[src/rtl/alu_ex_stage.sv]
// rtl/alu_ex_stage.sv - registered ALU execute stage with one-entry skid buffer
// Optional signed-overflow output is enabled by defining ALU_EX_OVF_EN.
module alu_ex_stage #(
    parameter int WIDTH = 32,
    parameter int TAGW  = 5
) (
    input  logic             clk,
    input  logic             rst_n,
    input  logic             flush,
    input  logic             in_valid,
    output logic             in_ready,
    input  logic [WIDTH-1:0] in_a,
    input  logic [WIDTH-1:0] in_b,
    input  logic [2:0]       in_aluctr,
    input  logic [TAGW-1:0]  in_tag,
    output logic             out_valid,
    input  logic             out_ready,
    output logic [WIDTH-1:0] out_result,
    output logic             out_zero,
    output logic             out_illegal,
    output logic [TAGW-1:0]  out_tag
`ifdef ALU_EX_OVF_EN
    ,
    output logic             out_ovf
`endif
);

    logic [WIDTH-1:0] sum, diff, alu_res;
    logic             alu_zero, alu_illegal, sub_ovf, lt;

    always_comb begin
        sum         = in_a + in_b;
        diff        = in_a - in_b;
        sub_ovf     = (in_a[WIDTH-1] ^ in_b[WIDTH-1]) & (diff[WIDTH-1] ^ in_a[WIDTH-1]);
        lt          = diff[WIDTH-1] ^ sub_ovf;
        alu_res     = '0;
        alu_illegal = 1'b0;
        case (in_aluctr)
            3'b000:  alu_res = in_a & in_b;
            3'b001:  alu_res = in_a | in_b;
            3'b010:  alu_res = sum;
            3'b110:  alu_res = diff;
            3'b111:  alu_res = {{(WIDTH-1){1'b0}}, lt};
            default: alu_illegal = 1'b1;
        endcase
        alu_zero = (alu_res == '0);
    end

`ifdef ALU_EX_OVF_EN
    logic alu_ovf;
    always_comb begin
        alu_ovf = 1'b0;
        if (in_aluctr == 3'b010)
            alu_ovf = ~(in_a[WIDTH-1] ^ in_b[WIDTH-1]) & (sum[WIDTH-1] ^ in_a[WIDTH-1]);
        else if (in_aluctr == 3'b110)
            alu_ovf = sub_ovf;
    end
`endif

    logic             out_valid_q, out_valid_d;
    logic             skid_valid_q, skid_valid_d;
    logic [WIDTH-1:0] out_result_q, skid_result_q;
    logic             out_zero_q, skid_zero_q;
    logic             out_illegal_q, skid_illegal_q;
    logic [TAGW-1:0]  out_tag_q, skid_tag_q;
    logic             in_xfer, out_xfer;
    logic             load_out_new, load_out_skid, load_skid;

    // in_ready is simply the inverted skid flop, so it is registered by construction
    assign in_ready = ~skid_valid_q;
    assign in_xfer  = in_valid & ~skid_valid_q;
    assign out_xfer = out_valid_q & out_ready;

    always_comb begin
        out_valid_d   = out_valid_q;
        skid_valid_d  = skid_valid_q;
        load_out_new  = 1'b0;
        load_out_skid = 1'b0;
        load_skid     = 1'b0;
        if (flush) begin
            out_valid_d  = 1'b0;
            skid_valid_d = 1'b0;
        end else if (out_xfer) begin
            if (skid_valid_q) begin
                load_out_skid = 1'b1;
                skid_valid_d  = 1'b0;
            end else if (in_xfer) begin
                load_out_new = 1'b1;
            end else begin
                out_valid_d = 1'b0;
            end
        end else if (in_xfer) begin
            if (out_valid_q) begin
                load_skid    = 1'b1;
                skid_valid_d = 1'b1;
            end else begin
                load_out_new = 1'b1;
                out_valid_d  = 1'b1;
            end
        end
    end

    always_ff @(posedge clk or negedge rst_n) begin
        if (!rst_n) begin
            out_valid_q    <= 1'b0;
            skid_valid_q   <= 1'b0;
            out_result_q   <= '0;
            out_zero_q     <= 1'b0;
            out_illegal_q  <= 1'b0;
            out_tag_q      <= '0;
            skid_result_q  <= '0;
            skid_zero_q    <= 1'b0;
            skid_illegal_q <= 1'b0;
            skid_tag_q     <= '0;
        end else begin
            out_valid_q  <= out_valid_d;
            skid_valid_q <= skid_valid_d;
            if (load_out_new) begin
                out_result_q  <= alu_res;
                out_zero_q    <= alu_zero;
                out_illegal_q <= alu_illegal;
                out_tag_q     <= in_tag;
            end else if (load_out_skid) begin
                out_result_q  <= skid_result_q;
                out_zero_q    <= skid_zero_q;
                out_illegal_q <= skid_illegal_q;
                out_tag_q     <= skid_tag_q;
            end
            if (load_skid) begin
                skid_result_q  <= alu_res;
                skid_zero_q    <= alu_zero;
                skid_illegal_q <= alu_illegal;
                skid_tag_q     <= in_tag;
            end
        end
    end

`ifdef ALU_EX_OVF_EN
    logic out_ovf_q, skid_ovf_q;
    always_ff @(posedge clk or negedge rst_n) begin
        if (!rst_n) begin
            out_ovf_q  <= 1'b0;
            skid_ovf_q <= 1'b0;
        end else begin
            if (load_out_new)
                out_ovf_q <= alu_ovf;
            else if (load_out_skid)
                out_ovf_q <= skid_ovf_q;
            if (load_skid)
                skid_ovf_q <= alu_ovf;
        end
    end
    assign out_ovf = out_ovf_q;
`endif

    assign out_valid   = out_valid_q;
    assign out_result  = out_result_q;
    assign out_zero    = out_zero_q;
    assign out_illegal = out_illegal_q;
    assign out_tag     = out_tag_q;

endmodule

[config.mk]
export PLATFORM = sky130hd
export DESIGN_NAME = alu_ex_stage
export DESIGN_NICKNAME = d
export VERILOG_FILES = /design/src/rtl/alu_ex_stage.sv
export SDC_FILE = /design/constraint.sdc
export NUM_CORES = 1
export LEC_CHECK = 0
export CAP_MARGIN = 10
export CORE_ASPECT_RATIO = 1.2
export CORE_MARGIN = 2
export CORE_UTILIZATION = 45
export CTS_CLUSTER_DIAMETER = 60
export CTS_CLUSTER_SIZE = 40
export DETAILED_ROUTE_END_ITERATION = 12
export PLACE_DENSITY = 0.73
export SLEW_MARGIN = 10
export SYNTH_ARGS = -nofsm -noshare
export SYNTH_HDL_FRONTEND = slang
export SYNTH_SLANG_ARGS = --single-unit
[constraint.sdc]
create_clock -name clk -period 2.2 [get_ports clk]
set_input_delay 0.55 -clock clk [delete_from_list [all_inputs] [get_ports clk]]
set_output_delay 0.55 -clock clk [all_outputs]
set_load 0.05 [all_outputs]
## After elaboration in Yosys (flattened, before gate mapping)

Cells that the tools add are included.

- Add/sub/neg operators: 2
- Equal/unequal tests: 6
- Mux-type cells: 32
- Bitwise logic cells: 9
- Reduce and logical (&&, ||, !) cells: 8

Operators by type and width:

| operator | count |
|---|---|
| 32-bit one-hot mux with 5 select lines | 1 |
| 32-bit two-way mux | 2 |
| 32-bit adder | 1 |
| 32-bit AND | 1 |
| 32-bit zero test | 1 |
| 32-bit bitwise OR | 1 |
| 32-bit subtractor | 1 |
| 1-bit two-way mux | 27 |
| 5-bit two-way mux | 2 |
| 3-bit equality test, second input constant | 2 |
| 3-bit != test, second input constant | 2 |
| 3-bit nonzero test | 2 |
| 5-bit OR reduction | 1 |
| 1-bit AND | 3 |
| 3-bit by 1-bit equality test with 1-bit output, second input constant | 1 |
| 3-bit by 2-bit equality test with 1-bit output, second input constant | 1 |
| 3-bit zero test | 1 |
| 3-bit AND reduction | 1 |
| 1-bit bitwise XOR | 3 |
| 2-bit AND reduction | 1 |
| 2-bit nonzero test | 1 |
| 1-bit inverter | 1 |

- Register bits: 80
- Input port bits: 77
- Output and inout bits: 41
- Logic and storage cells: 67

## Longest topological paths before layout

- Depth in word-level cells: 7
- Depth in mapped cells: 23
- Depth with buffers taken out: 22

## Worst setup path before layout

OpenSTA, ideal clock, no wires.

- Path kind: in2reg
- Start point: in in_a[17]
- End point: reg skid_zero_q
- Library setup time: 104 ps
- Arrival: 4254 ps
- Required time: 2096 ps
- Slack: -2158 ps
- Stages on the path: 21
- Path buffers: 0
- Cell sequence: inv_1 > ha_1 > or4_1 > nor4_1 > o311a_1 > o311ai_0 > a21oi_1 > nor2_1 > nor2_1 > nor2_1 > fa_1 > nand3_1 > o211ai_1 > nand2_1 > nand4b_1 > nor3_1 > and4b_1 > nand4_1 > nor4_1 > nand4b_1 > o41ai_2

- Cells in the longest elaborated chain, start to end: 6
- Elaborated cells on any way between the ends: 9
- Classes of those cells: 2 x add/sub; 1 x mux; 5 x bitwise; 1 x reduce/logical

Ends and longest elaborated chain:

| item | RTL line | text |
|---|---|---|
| start, declared | 12 | `input logic [WIDTH-1:0] in_a,` |
| 32-bit subtractor | 33 | `diff = in_a - in_b;` |
| 1-bit bitwise XOR | 34 | `sub_ovf = (in_a[WIDTH-1] ^ in_b[WIDTH-1]) & (diff[WIDTH-1] ^ in_a[WIDTH-1]);` |
| 1-bit AND | 34 |  |
| 1-bit bitwise XOR | 35 | `lt = diff[WIDTH-1] ^ sub_ovf;` |
| 32-bit one-hot mux with 5 select lines (*) | 38 | `case (in_aluctr)` |
| 32-bit zero test (*) | 46 | `alu_zero = (alu_res == '0);` |
| end signal, assigned | 131 | `skid_zero_q <= alu_zero;` |
| end, declared | 63 | `logic out_zero_q, skid_zero_q;` |

Every way passes the cells marked *; elsewhere a longest branch is shown, timed or not.
A chain may end at the register's enable or synchronous reset.

## Worst setup path in the final report

- Start point: in in_b[5]
- End point: reg skid_zero_q

- Cells in the longest elaborated chain, start to end: 6
- Elaborated cells on any way between the ends: 9
- Classes of those cells: 2 x add/sub; 1 x mux; 5 x bitwise; 1 x reduce/logical

Ends and longest elaborated chain:

| item | RTL line | text |
|---|---|---|
| start, declared | 13 | `input logic [WIDTH-1:0] in_b,` |
| 32-bit subtractor | 33 |  |
| 1-bit bitwise XOR | 34 |  |
| 1-bit AND | 34 |  |
| 1-bit bitwise XOR | 35 |  |
| 32-bit one-hot mux with 5 select lines (*) | 38 |  |
| 32-bit zero test (*) | 46 |  |

Marked as above.

==> metrics.txt <==
status finished, violations left; violated checks negative setup slack; sequential share of the synthesized area 23.10%; Post-Syn Nets 1316; XOR/XNOR Fraction of Synth Area 2.426%; Filler cells 1031; Worst EP arrival 4.65 ns; crit path launch in_b[5]; slew margin rel. 58.13%; crit end category register; Area Overhead vs Synth 86.10%; adder-cell share of the synthesized area 15.71%; DR iter-0 viols 1408; pwr dens 498.1 nW/um2; r2r endpoint out_result[25]$_DFFE_PN0P_; Min Clock Period, post-route 4.409 ns; Storage cell area 2002 um2; Die W 130.7 um; async set-reset flop share out of synthesis 100.0%; Post-Synthesis Cells 1132; Final GP Congestion 0.9805; # rows 55; TritonCTS Buffers 9; CTS H-tree depth 3; clock skew 0.01087 ns; final setup violation count 61; fmax 0.2268 GHz; worst hold path type input pin to async pin; GRT Resource Usage Total 37.21%; footprint of the multi-input gates 8006 um2; fraction of the mapped netlist area in simple logic gates 19.12%; multiplexer share of the synthesized area 2.556%; Worst Path Required 2.44 ns; core area 18860 um2; Synth Area in Compound Gates 28.78%; hpwl dp 27940 um; Post-DRT Antenna Nets 0; Worst Path Max Fanout 2; fin crit share 200.4%; I/O Buffers 117; CTS Sinks 80; GRT overflow 0; Tightest Pin Transition 0.6202 ns; most common cell after layout, fill and taps aside buf_4; wire per inst 22.45 um; largest net degree at the start of global routing 44; antenna violations before repair 0; Top Ports 118; flop2flop setup slack 0.34 ns; Layout Nets 1851; clk_lat worst skew 0.34 ns; CTS tree yes; vias in the first global route 11790; final worst setup slack -2.209 ns; via count 12180; CP startpoint kind input pin; Initial Util 45.96%; Mean Syn Cell Area 7.655 um2; Setup Crit Path Kind input pin to register; max-slew violations 0; most frequent cells in the layout buf_4 (397), nand2_1 (131), dfrtp_1 (80); pre-CTS setup slack -2.774 ns; synthesized cell area 8666 um2; WL final 43280 um; CP endpoint skid_zero_q$_DFFE_PN0P_; fin util 85.53%; worst vdd ir 0.5714 mV; Leak 7.384 nW; share of cells above drive strength 1 51.02%; DRC violations left 0; top_reg_cell synth dfrtp_1; Unique masters post-synth 84; Yosys reg bits 80; Pre-antenna DRT Iters 6; # Max-Cap Violations 0; global-route wire length before repair 59750 um; Fin. Hold Viols 0; Die Y-Extent 156.0 um; Yosys warning count 0; root buf cell clkbuf_16; EDFF count, synth 0; antenna cells 0; Register-to-Register Path Depth 8; Clock Path Buffers 2; R2R Path Start skid_valid_q$_DFFE_PN0P_; largest family of logic cells by synthesized area compound AO/OA/AOI/OAI gates; CTS clk-pin slew, worst paths 0.07 ns; RSZ-0062 raised after global routing yes; vias per inst 6.318; Die ar. 20390 um2
[state kept, by name, indices dropped and copies added, names as in the netlist]
register and flops:
skid_valid_q 1, out_result 32, skid_result_q 32, out_valid 1, out_zero 1, skid_tag_q 5, out_tag 5, skid_illegal_q 1
skid_zero_q 1, out_illegal 1
[worst min-delay path by stage]
stage	slack (ns)	cells after the start	start	to
after floorplan	0.25	0	rst_n	out_illegal$_DFFE_PN0P_
after global placement	0.46	2	skid_result_q[16]$_DFFE_PN0P_	skid_result_q[16]$_DFFE_PN0P_
after detailed placement	0.46	2	skid_result_q[22]$_DFFE_PN0P_	skid_result_q[22]$_DFFE_PN0P_
after CTS	0.22	1	rst_n	skid_result_q[21]$_DFFE_PN0P_
after global routing	0.25	1	rst_n	out_result[23]$_DFFE_PN0P_
final	0.19	1	rst_n	out_result[23]$_DFFE_PN0P_
[power by group]
part / internal, mW / switching [mW] / leakage [nW]
Sequential: 1.74 / 0.176 / 1.05
Combinational: 2.10 / 2.62 / 6.20
Clock: 0.805 / 0.587 / 0.134
[synth_stat cells (9+ instances only)]
master,instances,area (um2)
clkbuf_1,37,138.9
nor2_1,88,330.3
nor3_1,18,90.09
o22ai_1,9,56.30
buf_2,12,60.06
nand2b_1,10,62.56
inv_1,122,457.9
a21o_1,13,97.59
ha_1,104,1301
o31ai_1,13,97.59
nand3_1,23,115.1
a222oi_1,9,90.09
dfrtp_1,80,2002
o21ai_0,75,375.4
nand4_1,17,106.4
nor2b_1,14,87.58
a31oi_1,11,68.82
a211oi_1,15,112.6
nor4_1,10,62.56
o211ai_1,17,127.6
or3_1,10,62.56
a21oi_1,68,340.3
xnor2_1,19,166.4
mux2i_1,21,210.2
a22oi_1,35,262.8
nand2_1,144,540.5
[cell type report]
| cell class | instances | share of cell area [%] |
|---|---|---|
| clock buffers | 13 | 1.552 |
| clock inverters | 3 | 0.1629 |
| inverters | 124 | 3.631 |
| multi-input cells | 869 | 49.65 |
| flip-flops and latches | 80 | 12.41 |
| well taps | 256 | 1.986 |
| repair buffers | 583 | 30.61 |
[stage by stage]
step	hold slack [ns]	area [um2]	TNS [ns]	power [mW]	std cells
6_report	0.1897	16130	-47.99	8.032	1928
2_1_floorplan	0.2544	9329	-24.23	3.860	1132
5_1_grt	0.2467	16130	-51.70	8.349	1928
3_3_place_gp	0.4559	13440	-96.08	5.485	1831
3_5_place_dp	0.4599	13440	-98.69	5.564	1831
4_1_cts	0.2158	15310	-37.33	7.470	1903
[metal layers]
layer  global-route usage, %  vias to the layer above  part of all wire, %
met5                       0                        -                    0
met4                   22.14                        0                  8.9
met3                   6.859                      377                  8.8
met2                   66.91                      925                   48
met1                   39.98                     5737                   34
li1                        -                     5143                    -
[repair_timing]
item	CTS	global route
resized for setup	477	174
pin swaps	96	71
hold buffers	0	0
endpoints found under the setup margin	66	63
endpoints found under the hold margin	0	0
setup buffers	57	41
[cell families (layout without fill, tap and decap cells)]
kind of cell             after synthesis  count (layout)
flip-flops                            80              80
AND/OR/NAND/NOR                      359             359
XOR/XNOR                              24              24
multiplexers                          22              22
AO/OA/AOI/OAI                        357             357
buffers and inverters                183             723
adder cells (fa/ha/maj)              107             107
[critical path, stage by stage]
cell	delay [ns]
buf_6	0.10
inv_4	0.05
ha_4	0.20
or4_4	0.57
a211oi_4	0.28
o311a_4	0.28
o311ai_4	0.13
a21oi_2	0.20
nor2_1	0.06
nor2_1	0.14
nor2_1	0.09
fa_2	0.37
nand3_2	0.06
o211ai_1	0.09
nand2_1	0.12
buf_4	0.12
nand4b_1	0.10
nor3_2	0.13
and4b_1	0.27
nand4_1	0.16
nor4_4	0.20
nand4b_1	0.15
o41ai_2	0.21
Power figures use the tool's default switching activity.
